===== config.mk =====
export PLATFORM = sky130hd
export DESIGN_NAME = am_lock_fsm_flat
export DESIGN_NICKNAME = d
export VERILOG_FILES = /design/src/rtl/am_lock_if.sv /design/src/rtl/am_lock_fsm.sv /design/src/flat_wrapper.sv
export SDC_FILE = /design/constraint.sdc
export NUM_CORES = 1
export LEC_CHECK = 0
export CAP_MARGIN = 20
export CORE_UTILIZATION = 55
export DETAILED_ROUTE_END_ITERATION = 10
export MAX_ROUTING_LAYER = met4
export PLACE_DENSITY = 0.76
export SLEW_MARGIN = 10
export SYNTH_ARGS = -nofsm -noshare
export SYNTH_HDL_FRONTEND = slang
export SYNTH_SLANG_ARGS = --single-unit

===== constraint.sdc =====
create_clock -name fullclk -period 2.6 [get_ports fullclk]
set_input_delay 0.65 -clock fullclk [delete_from_list [all_inputs] [get_ports fullclk]]
set_output_delay 0.65 -clock fullclk [all_outputs]
set_load 0.05 [all_outputs]

===== src/rtl/am_lock_if.sv =====
// Signal bundle between the upstream AM detector / error monitor and am_lock_fsm.
// Plain level signals sampled on fullclk; there is no backpressure on this path.
interface am_lock_if;
    logic       in_isam;
    logic [2:0] in_am_field;
    logic       clr_err;
    logic       am_lock;
    logic [1:0] lane_id;
    logic       am_valid;
    logic       fec_frame_start;
    logic [7:0] am_err_cnt;

    modport master (
        output in_isam, in_am_field, clr_err,
        input  am_lock, lane_id, am_valid, fec_frame_start, am_err_cnt
    );

    modport slave (
        input  in_isam, in_am_field, clr_err,
        output am_lock, lane_id, am_valid, fec_frame_start, am_err_cnt
    );
endinterface


===== src/rtl/am_lock_fsm.sv =====
// Alignment-marker lock FSM: hunts for an AM, verifies it one period later,
// then tracks AM slots and FEC frame boundaries while locked.
module am_lock_fsm #(
    parameter int AM_PERIOD  = 39600,
    parameter int FEC_LEN    = 1320,
    parameter int MISS_LIMIT = 3
) (
    input  logic       fullclk,
    input  logic       rst,
    am_lock_if.slave   bus,
    output logic [1:0] dbg_state
);
    localparam int PW = (AM_PERIOD > 1) ? $clog2(AM_PERIOD) : 1;
    localparam int FW = (FEC_LEN > 1) ? $clog2(FEC_LEN) : 1;
    localparam logic [PW-1:0] POS_LAST = PW'(AM_PERIOD - 1);
    localparam logic [PW-1:0] POS_ONE  = PW'((AM_PERIOD > 1) ? 1 : 0);
    localparam logic [FW-1:0] FEC_LAST = FW'(FEC_LEN - 1);
    localparam logic [FW-1:0] FEC_ONE  = FW'((FEC_LEN > 1) ? 1 : 0);
    localparam logic [3:0]    MISS_MAX = 4'(MISS_LIMIT);

    typedef enum logic [1:0] {
        HUNT   = 2'd0,
        VERIFY = 2'd1,
        LOCKED = 2'd2
    } state_t;

    state_t        state_q, state_d;
    logic [PW-1:0] pos_q, pos_d;
    logic [FW-1:0] fec_q, fec_d;
    logic [3:0]    miss_q, miss_d;
    logic [1:0]    lane_q, lane_d;
    logic [7:0]    err_q, err_d;
    logic          lock_d, valid_d, fs_d;
    logic          valid_smp, hit, slot, err_inc;

    assign dbg_state = state_q;

    always_comb begin
        state_d   = state_q;
        miss_d    = miss_q;
        lane_d    = lane_q;
        valid_d   = 1'b0;
        err_inc   = 1'b0;
        valid_smp = bus.in_isam && !bus.in_am_field[2];
        hit       = valid_smp && (bus.in_am_field[1:0] == lane_q);
        slot      = (state_q != HUNT) && (pos_q == '0);
        pos_d     = (pos_q == POS_LAST) ? '0 : pos_q + PW'(1);
        // FEC count restarts whenever the AM period wraps so it stays frame-aligned.
        fec_d     = (fec_q == FEC_LAST || pos_q == POS_LAST) ? '0 : fec_q + FW'(1);

        case (state_q)
            HUNT: begin
                if (valid_smp) begin
                    state_d = VERIFY;
                    lane_d  = bus.in_am_field[1:0];
                    pos_d   = POS_ONE;
                    fec_d   = FEC_ONE;
                end
            end
            VERIFY: begin
                if (slot) begin
                    if (hit) begin
                        state_d = LOCKED;
                        miss_d  = '0;
                        valid_d = 1'b1;
                    end else begin
                        state_d = HUNT;
                        err_inc = 1'b1;
                    end
                end
            end
            LOCKED: begin
                if (slot) begin
                    if (hit) begin
                        valid_d = 1'b1;
                        miss_d  = '0;
                    end else begin
                        err_inc = 1'b1;
                        miss_d  = miss_q + 4'd1;
                        if (miss_q + 4'd1 == MISS_MAX) state_d = HUNT;
                    end
                end
            end
            default: state_d = HUNT;
        endcase

        lock_d = (state_d == LOCKED);
        // Suppress the frame pulse on the edge that drops lock so it never outlives am_lock.
        fs_d   = (state_q == LOCKED) && (fec_q == '0) && (state_d == LOCKED);

        if (bus.clr_err)                   err_d = '0;
        else if (err_inc && err_q != 8'hFF) err_d = err_q + 8'd1;
        else                               err_d = err_q;
    end

    always_ff @(posedge fullclk) begin
        if (rst) begin
            state_q             <= HUNT;
            pos_q               <= '0;
            fec_q               <= '0;
            miss_q              <= '0;
            lane_q              <= '0;
            err_q               <= '0;
            bus.am_lock         <= 1'b0;
            bus.am_valid        <= 1'b0;
            bus.fec_frame_start <= 1'b0;
        end else begin
            state_q             <= state_d;
            pos_q               <= pos_d;
            fec_q               <= fec_d;
            miss_q              <= miss_d;
            lane_q              <= lane_d;
            err_q               <= err_d;
            bus.am_lock         <= lock_d;
            bus.am_valid        <= valid_d;
            bus.fec_frame_start <= fs_d;
        end
    end

    assign bus.lane_id    = lane_q;
    assign bus.am_err_cnt = err_q;
endmodule


===== src/flat_wrapper.sv =====
// flat-port wrapper written by rule: the top's interface ports become plain ports
module am_lock_fsm_flat 
#(
    parameter int AM_PERIOD  = 39600,
    parameter int FEC_LEN    = 1320,
    parameter int MISS_LIMIT = 3
)
  (fullclk, rst, dbg_state, bus_in_isam, bus_in_am_field, bus_clr_err, bus_am_lock, bus_lane_id, bus_am_valid, bus_fec_frame_start, bus_am_err_cnt);
  am_lock_if bus_i ();
  input  logic fullclk;
  input  logic rst;
  output logic [1:0] dbg_state;
  input wire logic [$bits(bus_i.in_isam)-1:0] bus_in_isam;
  input wire logic [$bits(bus_i.in_am_field)-1:0] bus_in_am_field;
  input wire logic [$bits(bus_i.clr_err)-1:0] bus_clr_err;
  output wire logic [$bits(bus_i.am_lock)-1:0] bus_am_lock;
  output wire logic [$bits(bus_i.lane_id)-1:0] bus_lane_id;
  output wire logic [$bits(bus_i.am_valid)-1:0] bus_am_valid;
  output wire logic [$bits(bus_i.fec_frame_start)-1:0] bus_fec_frame_start;
  output wire logic [$bits(bus_i.am_err_cnt)-1:0] bus_am_err_cnt;
  assign bus_i.in_isam = bus_in_isam;
  assign bus_i.in_am_field = bus_in_am_field;
  assign bus_i.clr_err = bus_clr_err;
  assign bus_am_lock = bus_i.am_lock;
  assign bus_lane_id = bus_i.lane_id;
  assign bus_am_valid = bus_i.am_valid;
  assign bus_fec_frame_start = bus_i.fec_frame_start;
  assign bus_am_err_cnt = bus_i.am_err_cnt;
  am_lock_fsm #(.AM_PERIOD(AM_PERIOD), .FEC_LEN(FEC_LEN), .MISS_LIMIT(MISS_LIMIT)) u_core (.fullclk(fullclk), .rst(rst), .bus(bus_i), .dbg_state(dbg_state));
endmodule

==> results of run 1 <==
==> layout make-up <==
class | instances | area [µm²] | share of cell area
multi-input cells | 202 | 1330 | 0.489
repair buffers | 25 | 240 | 0.0882
well taps | 50 | 62.6 | 0.0230
clock inverters | 3 | 45.0 | 0.0165
flip-flops and latches | 46 | 921 | 0.338
clock buffers | 5 | 68.8 | 0.0253
inverters | 14 | 52.6 | 0.0193
==> per-layer routing <==
metal  part of all wire  GRT usage  up-vias  routed length (µm)
li1                   -          -      992                   -
met1               0.49      0.275      877                2140
met2               0.46      0.335       29                2000
met3              0.031     0.0524        9                 135
met4              0.020     0.0957        0                  88
met5                  0          -        -                   0
==> registers in the layout, summed over array words and instances (netlist names) <==
| signal | cells |
|---|---|
| u_core.bus.am_err_cnt | 8 |
| u_core.bus.lane_id | 2 |
| u_core.bus.fec_frame_start | 1 |
| u_core.miss_q | 4 |
| u_core.bus.am_valid | 1 |
| u_core.fec_q | 11 |
| u_core.pos_q | 16 |
| u_core.dbg_state | 2 |
| u_core.bus.am_lock | 1 |
==> power breakdown <==
| part | internal (µW) | switching, µW |
|---|---|---|
| logic | 48.3 | 64.5 |
| registers | 716 | 13.8 |
| clock network | 286 | 253 |
| total | 1050 | 331 |
==> synthesized netlist by cell type (all sizes together), types with 5 or more instances <==
cell | count | share of area
o21ai | 7 | 0.015
nand4 | 10 | 0.033
nand2 | 16 | 0.026
or3 | 6 | 0.018
and3 | 10 | 0.028
xnor2 | 10 | 0.037
ha | 11 | 0.059
inv | 14 | 0.022
xor2 | 16 | 0.060
nor4 | 5 | 0.025
dfxtp | 46 | 0.39
nor3 | 6 | 0.013
mux2i | 5 | 0.021
nand3 | 15 | 0.032
a21oi | 9 | 0.019
nor2 | 42 | 0.067
==> stage by stage <==
step	setup WS [ns]	util	std cells	total power [µW]
2_1_floorplan	0.169	-	268	822
3_5_place_dp	0.0668	0.648	337	858
3_3_place_gp	0.118	0.648	337	855
4_1_cts	0.258	0.676	345	1400
6_report	0.255	0.676	345	1380
5_1_grt	0.0767	0.676	345	1440
==> path summary, 6_finish.rpt <==
path	slack, ns	to
max	0.25	u_core.bus.am_err_cnt[3]
min	0.49	u_core.bus.am_err_cnt[6]
max reg2reg	0.25	u_core.bus.am_err_cnt[3]
min reg2reg	0.49	u_core.bus.am_err_cnt[6]
==> worst min-delay path, cell delays in order (launching register included) <==
cell and delay (ns):
dfxtp_1 0.33, o31ai_1 0.07, a21oi_1 0.05
==> cell families after synthesis <==
kind of cell	Yosys count
muxes	5
and+or+nand+nor	129
DFF	46
xor gates and xnor gates	26
AOI/OAI and AO/OA	31
buffers and inverters	20
adders and majority gates	11
==> flow_metrics.py, run 1 <==
metrics = {
    "outcome": {
        "outcome": "finished, final reports clean",
    },
    "yosys": {
        "synth_edf_count": 0,
        "yosysSeqAreaShare": 0.394,
        "synth_ff_type": "dfxtp_1",
        "synth_compound_area_frac": 0.0846,
        "synth_seq_cells": 46,
        "synth_fa_ha_area_frac": 0.0589,
        "synth_mux_area_frac": 0.0214,
        "yosys.area_share.simple": 0.308,
        "yosysWarnings": 0,
        "synth_top_family_by_area": "simple AND/OR/NAND/NOR gates",
        "synth_xor_area_frac": 0.0974,
        "async_flop_share": 0,
        "syn-num-nets": 286,
        "netlist_area_um2": 2340,
        "syn_inst": 268,
        "synth.distinct_cells": 46,
        "synth_area_per_cell_um2": 8.72,
    },
    "route": {
        "wirelength_mm": 4.36,
        "routed_via_density": 5.53,
        "drtIter0Drc": 110,
        "drc": 0,
        "num_vias": 1907,
        "wl_per_cell_um": 12.6,
        "ant_nets": 0,
        "dr.pass1.iters": 4,
    },
    "worst_setup_path": {
        "timing.rr.start": "u_core.dbg_state[1]",
        "crit_required_ns": 2.84,
        "worstPathArrival_ns": 2.58,
        "critPathMaxStageDelay_ns": 0.49,
        "end_kind": "flip-flop",
        "worstSetupStartpointType": "flip-flop",
        "slowest_stage": "or3_2",
        "cp-startpoint": "u_core.dbg_state[1]",
        "cp.buffers_inverters": 1,
        "cp_top_family": "simple AND/OR/NAND/NOR gates",
        "cp_max_fo": 14,
        "critPathKind": "flip-flop to flip-flop",
        "cp.depth": 7,
        "rr_worst_depth": 7,
        "crit_chain": "inv_1 -> ha_1 -> nor4_2 -> and4_4 -> nand4_4 -> or3_2 -> a21oi_1",
    },
    "layout": {
        "n_fill_cell": 349,
        "nNetsFinal": 312,
        "final_common_cell": "dfxtp_1",
        "finish.instance_area_um2": 2720,
        "drive_above_1_share": 0.0983,
        "area_growth_syn_to_layout_pct": 16.5,
        "final_cell_mix": "46 x dfxtp_1, 42 x nor2_1, 21 x clkdlybuf4s50_1",
        "num_antenna_cells": 0,
    },
    "power_and_ir_drop": {
        "p_leak_uw": 0.000990,
        "ir_drop_uv": 262,
        "power_density_nw_per_um2": 507,
    },
    "timing": {
        "rsz0062_at_grt": "no",
        "tightestPinTransition_ns": 0.544,
        "setup_viol": 0,
        "fin_worst_skew_ns": 0.0108,
        "min_period_ns": 2.35,
        "fmax_mhz": 426,
        "finalSetupTns_ns": 0,
        "relSlewSlack": 0.634,
        "finalHoldViolations": 0,
        "holdWs_ns": 0.494,
        "drv_slew": 0,
        "finalCritPeriodShare": 0.902,
    },
    "floorplan": {
        "rows": 23,
        "die_y_um": 67.2,
        "design.core.area_um2": 4030,
        "die_area_um2": 4510,
        "ios": 22,
        "die_w_um": 67.2,
        "start_util": 0.580,
    },
    "global_route": {
        "grt_pass1_wl_mm": 7.37,
        "grt.total_usage": 0.220,
        "antenna_found_initial": 0,
        "grt_pass1_vias": 1689,
        "grt_max_degree": 16,
        "grt_overflow_total": 0,
    },
    "clock_tree": {
        "postCtsSetupBuffers": 0,
        "cts_resized": 0,
        "clk_path_buf_depth": 2,
        "htreeDepth": 2,
        "cts-hold-fix-buffers": 0,
        "cts_sinks": 46,
        "clk_pin_slew_worst_paths_ns": 0.09,
        "cts-root-buf": "clkbuf_8",
        "cts_buffers": 5,
        "worst_skew_pair.late_latency_ns": 0.31,
        "tritoncts": "done",
    },
    "placed_design": {
        "place_congestion": 0.885,
        "place_area_um2": 2610,
        "dp_hpwl_mm": 3.16,
        "io_buffer_count": 21,
    },
    "min_path": {
        "min_from": "u_core.bus.am_err_cnt[6]",
        "hold_path_class": "flip-flop to flip-flop",
        "min_path_cells": 2,
    },
    "run": {
        "maxCapViolations": 0,
    },
}
No activity file was read; power rests on OpenSTA's default activity.
==> run 2, diff against run 1 <==
Settings changed: CTS_CLUSTER_SIZE set to 14, REMOVE_ABC_BUFFERS set to 1.
==> flow_metrics.py, run 2 (synthesis results as in run 1) <==
metrics = {
    "timing": {
        "rsz0062_at_grt": "no",
        "drv_slew": 0,
        "finalHoldViolations": 0,
        "setup_viol": 0,
        "finalCritPeriodShare": 0.916,
        "tightestPinTransition_ns": 0.583,
        "finalSetupTns_ns": 0,
        "min_period_ns": 2.38,
        "relSlewSlack": 0.608,
        "fmax_mhz": 420,
        "fin_worst_skew_ns": 0.00337,
    },
    "layout": {
        "fin_util": 0.670,
        "largest_reg_flops": 16,
        "final_cells": 345,
        "top_register": "u_core.pos_q",
        "multi_input_area_um2": 1330,
        "num_antenna_cells": 0,
        "area.sequential_um2": 921,
        "area_growth_syn_to_layout_pct": 15.5,
        "drive_above_1_share": 0.0949,
        "final_cell_mix": "46 x dfxtp_1, 42 x nor2_1, 21 x clkdlybuf4s50_1",
        "nNetsFinal": 312,
        "final_common_cell": "dfxtp_1",
        "n_fill_cell": 358,
    },
    "clock_tree": {
        "cts-hold-fix-buffers": 0,
        "cts_buffers": 5,
        "worst_skew_pair.late_latency_ns": 0.30,
        "clk_pin_slew_worst_paths_ns": 0.08,
        "clk_path_buf_depth": 2,
        "cts_resized": 0,
        "tritoncts": "done",
        "postCtsSetupBuffers": 0,
        "htreeDepth": 2,
        "cts_sinks": 46,
        "cts-root-buf": "clkbuf_8",
    },
    "global_route": {
        "grt_pass1_vias": 1692,
        "grt_pass1_wl_mm": 7.29,
        "grt_max_degree": 16,
        "antenna_found_initial": 0,
        "grt.total_usage": 0.221,
        "grt_overflow_total": 0,
    },
    "run": {
        "maxCapViolations": 0,
    },
    "worst_setup_path": {
        "worstSetupStartpointType": "flip-flop",
        "cp_max_fo": 14,
        "r2r_slack_ns": 0.22,
        "critPathKind": "flip-flop to flip-flop",
        "end_kind": "flip-flop",
        "crit_required_ns": 2.83,
        "worstPathArrival_ns": 2.61,
    },
    "floorplan": {
        "die_area_um2": 4510,
        "start_util": 0.580,
        "rows": 23,
        "design.core.area_um2": 4030,
        "die_y_um": 67.2,
        "ios": 22,
        "die_w_um": 67.2,
    },
    "placed_design": {
        "place_inst": 337,
        "io_buffer_count": 21,
        "dp_hpwl_mm": 3.21,
        "place_congestion": 0.783,
    },
    "power_and_ir_drop": {
        "power_density_nw_per_um2": 479,
        "ir_drop_uv": 229,
        "p_leak_uw": 0.000988,
    },
    "route": {
        "wirelength_mm": 4.42,
        "dr.pass1.iters": 4,
        "drc": 0,
        "num_vias": 1903,
        "wl_per_cell_um": 12.8,
        "ant_nets": 0,
        "routed_via_density": 5.52,
        "drtIter0Drc": 116,
    },
    "min_path": {
        "hold_path_class": "flip-flop to flip-flop",
    },
    "outcome": {
        "outcome": "finished, final reports clean",
    },
}
## run 2: cell count changes in the layout (fill, tap and decap cells not counted)
cell        before  now
clkinvlp_4       2    0
bufinv_16        1    0
clkinv_2         0    1
clkbuf_8         5    6
clkbuf_1         0    1
## run 2: final cells by class
type,count,area share
multi-input combinational,202,0.494
sequential,46,0.341
timing repair buffer,25,0.0890
clock buffer,7,0.0320
tap,50,0.0232
inverter,14,0.0195
clock inverter,1,0.00185
## run 2: path summary, 6_finish.rpt
kind / end / cells after the start / from
max: u_core.bus.am_err_cnt[7] / 7 / u_core.dbg_state[0]
max reg2reg: u_core.bus.am_err_cnt[7] / 7 / u_core.dbg_state[0]
min reg2reg: u_core.bus.am_err_cnt[6] / 2 / u_core.bus.am_err_cnt[6]
min: u_core.bus.am_err_cnt[6] / 2 / u_core.bus.am_err_cnt[6]
## run 2: where the power goes
group,internal (µW),switching (µW),leakage [µW],total [µW]
Sequential,716,15.1,0.000372,731
Combinational,48.3,64.0,0.000568,112
Clock,215,235,0.0000482,449
## run 2: stage by stage
stage / setup slack (ns) / total power, µW / instance area (µm²) / hold WS (ns)
after CTS: 0.228 / 1300 / 2700 / 0.514
after detailed placement: 0.0126 / 859 / 2610 / 0.491
after floorplan: 0.118 / 818 / 2310 / 0.451
after global routing: 0.0902 / 1360 / 2700 / 0.538
after global placement: 0.115 / 856 / 2610 / 0.479
final: 0.219 / 1290 / 2700 / 0.514
## run 2: layer usage
metal,vias up,routed length (µm),GRT usage
met5,-,0,-
met4,0,65,0.0878
met3,6,184,0.0557
met2,34,2000,0.341
met1,877,2180,0.274
li1,986,-,-
## run 2: worst max-delay path, stage by stage, from the launching register on
cell and delay [ns]:
dfxtp_1 0.41, inv_1 0.11, ha_1 0.30, nor4_2 0.34
and4_4 0.31, nand4_4 0.20, or3_2 0.50, a21oi_1 0.16
==> run 3, diff against run 2 <==
Settings changed: SKIP_LAST_GASP set to 1.
==> results of run 3 <==
Same layout as run 2: the final DEF is identical, and so are final timing and power.
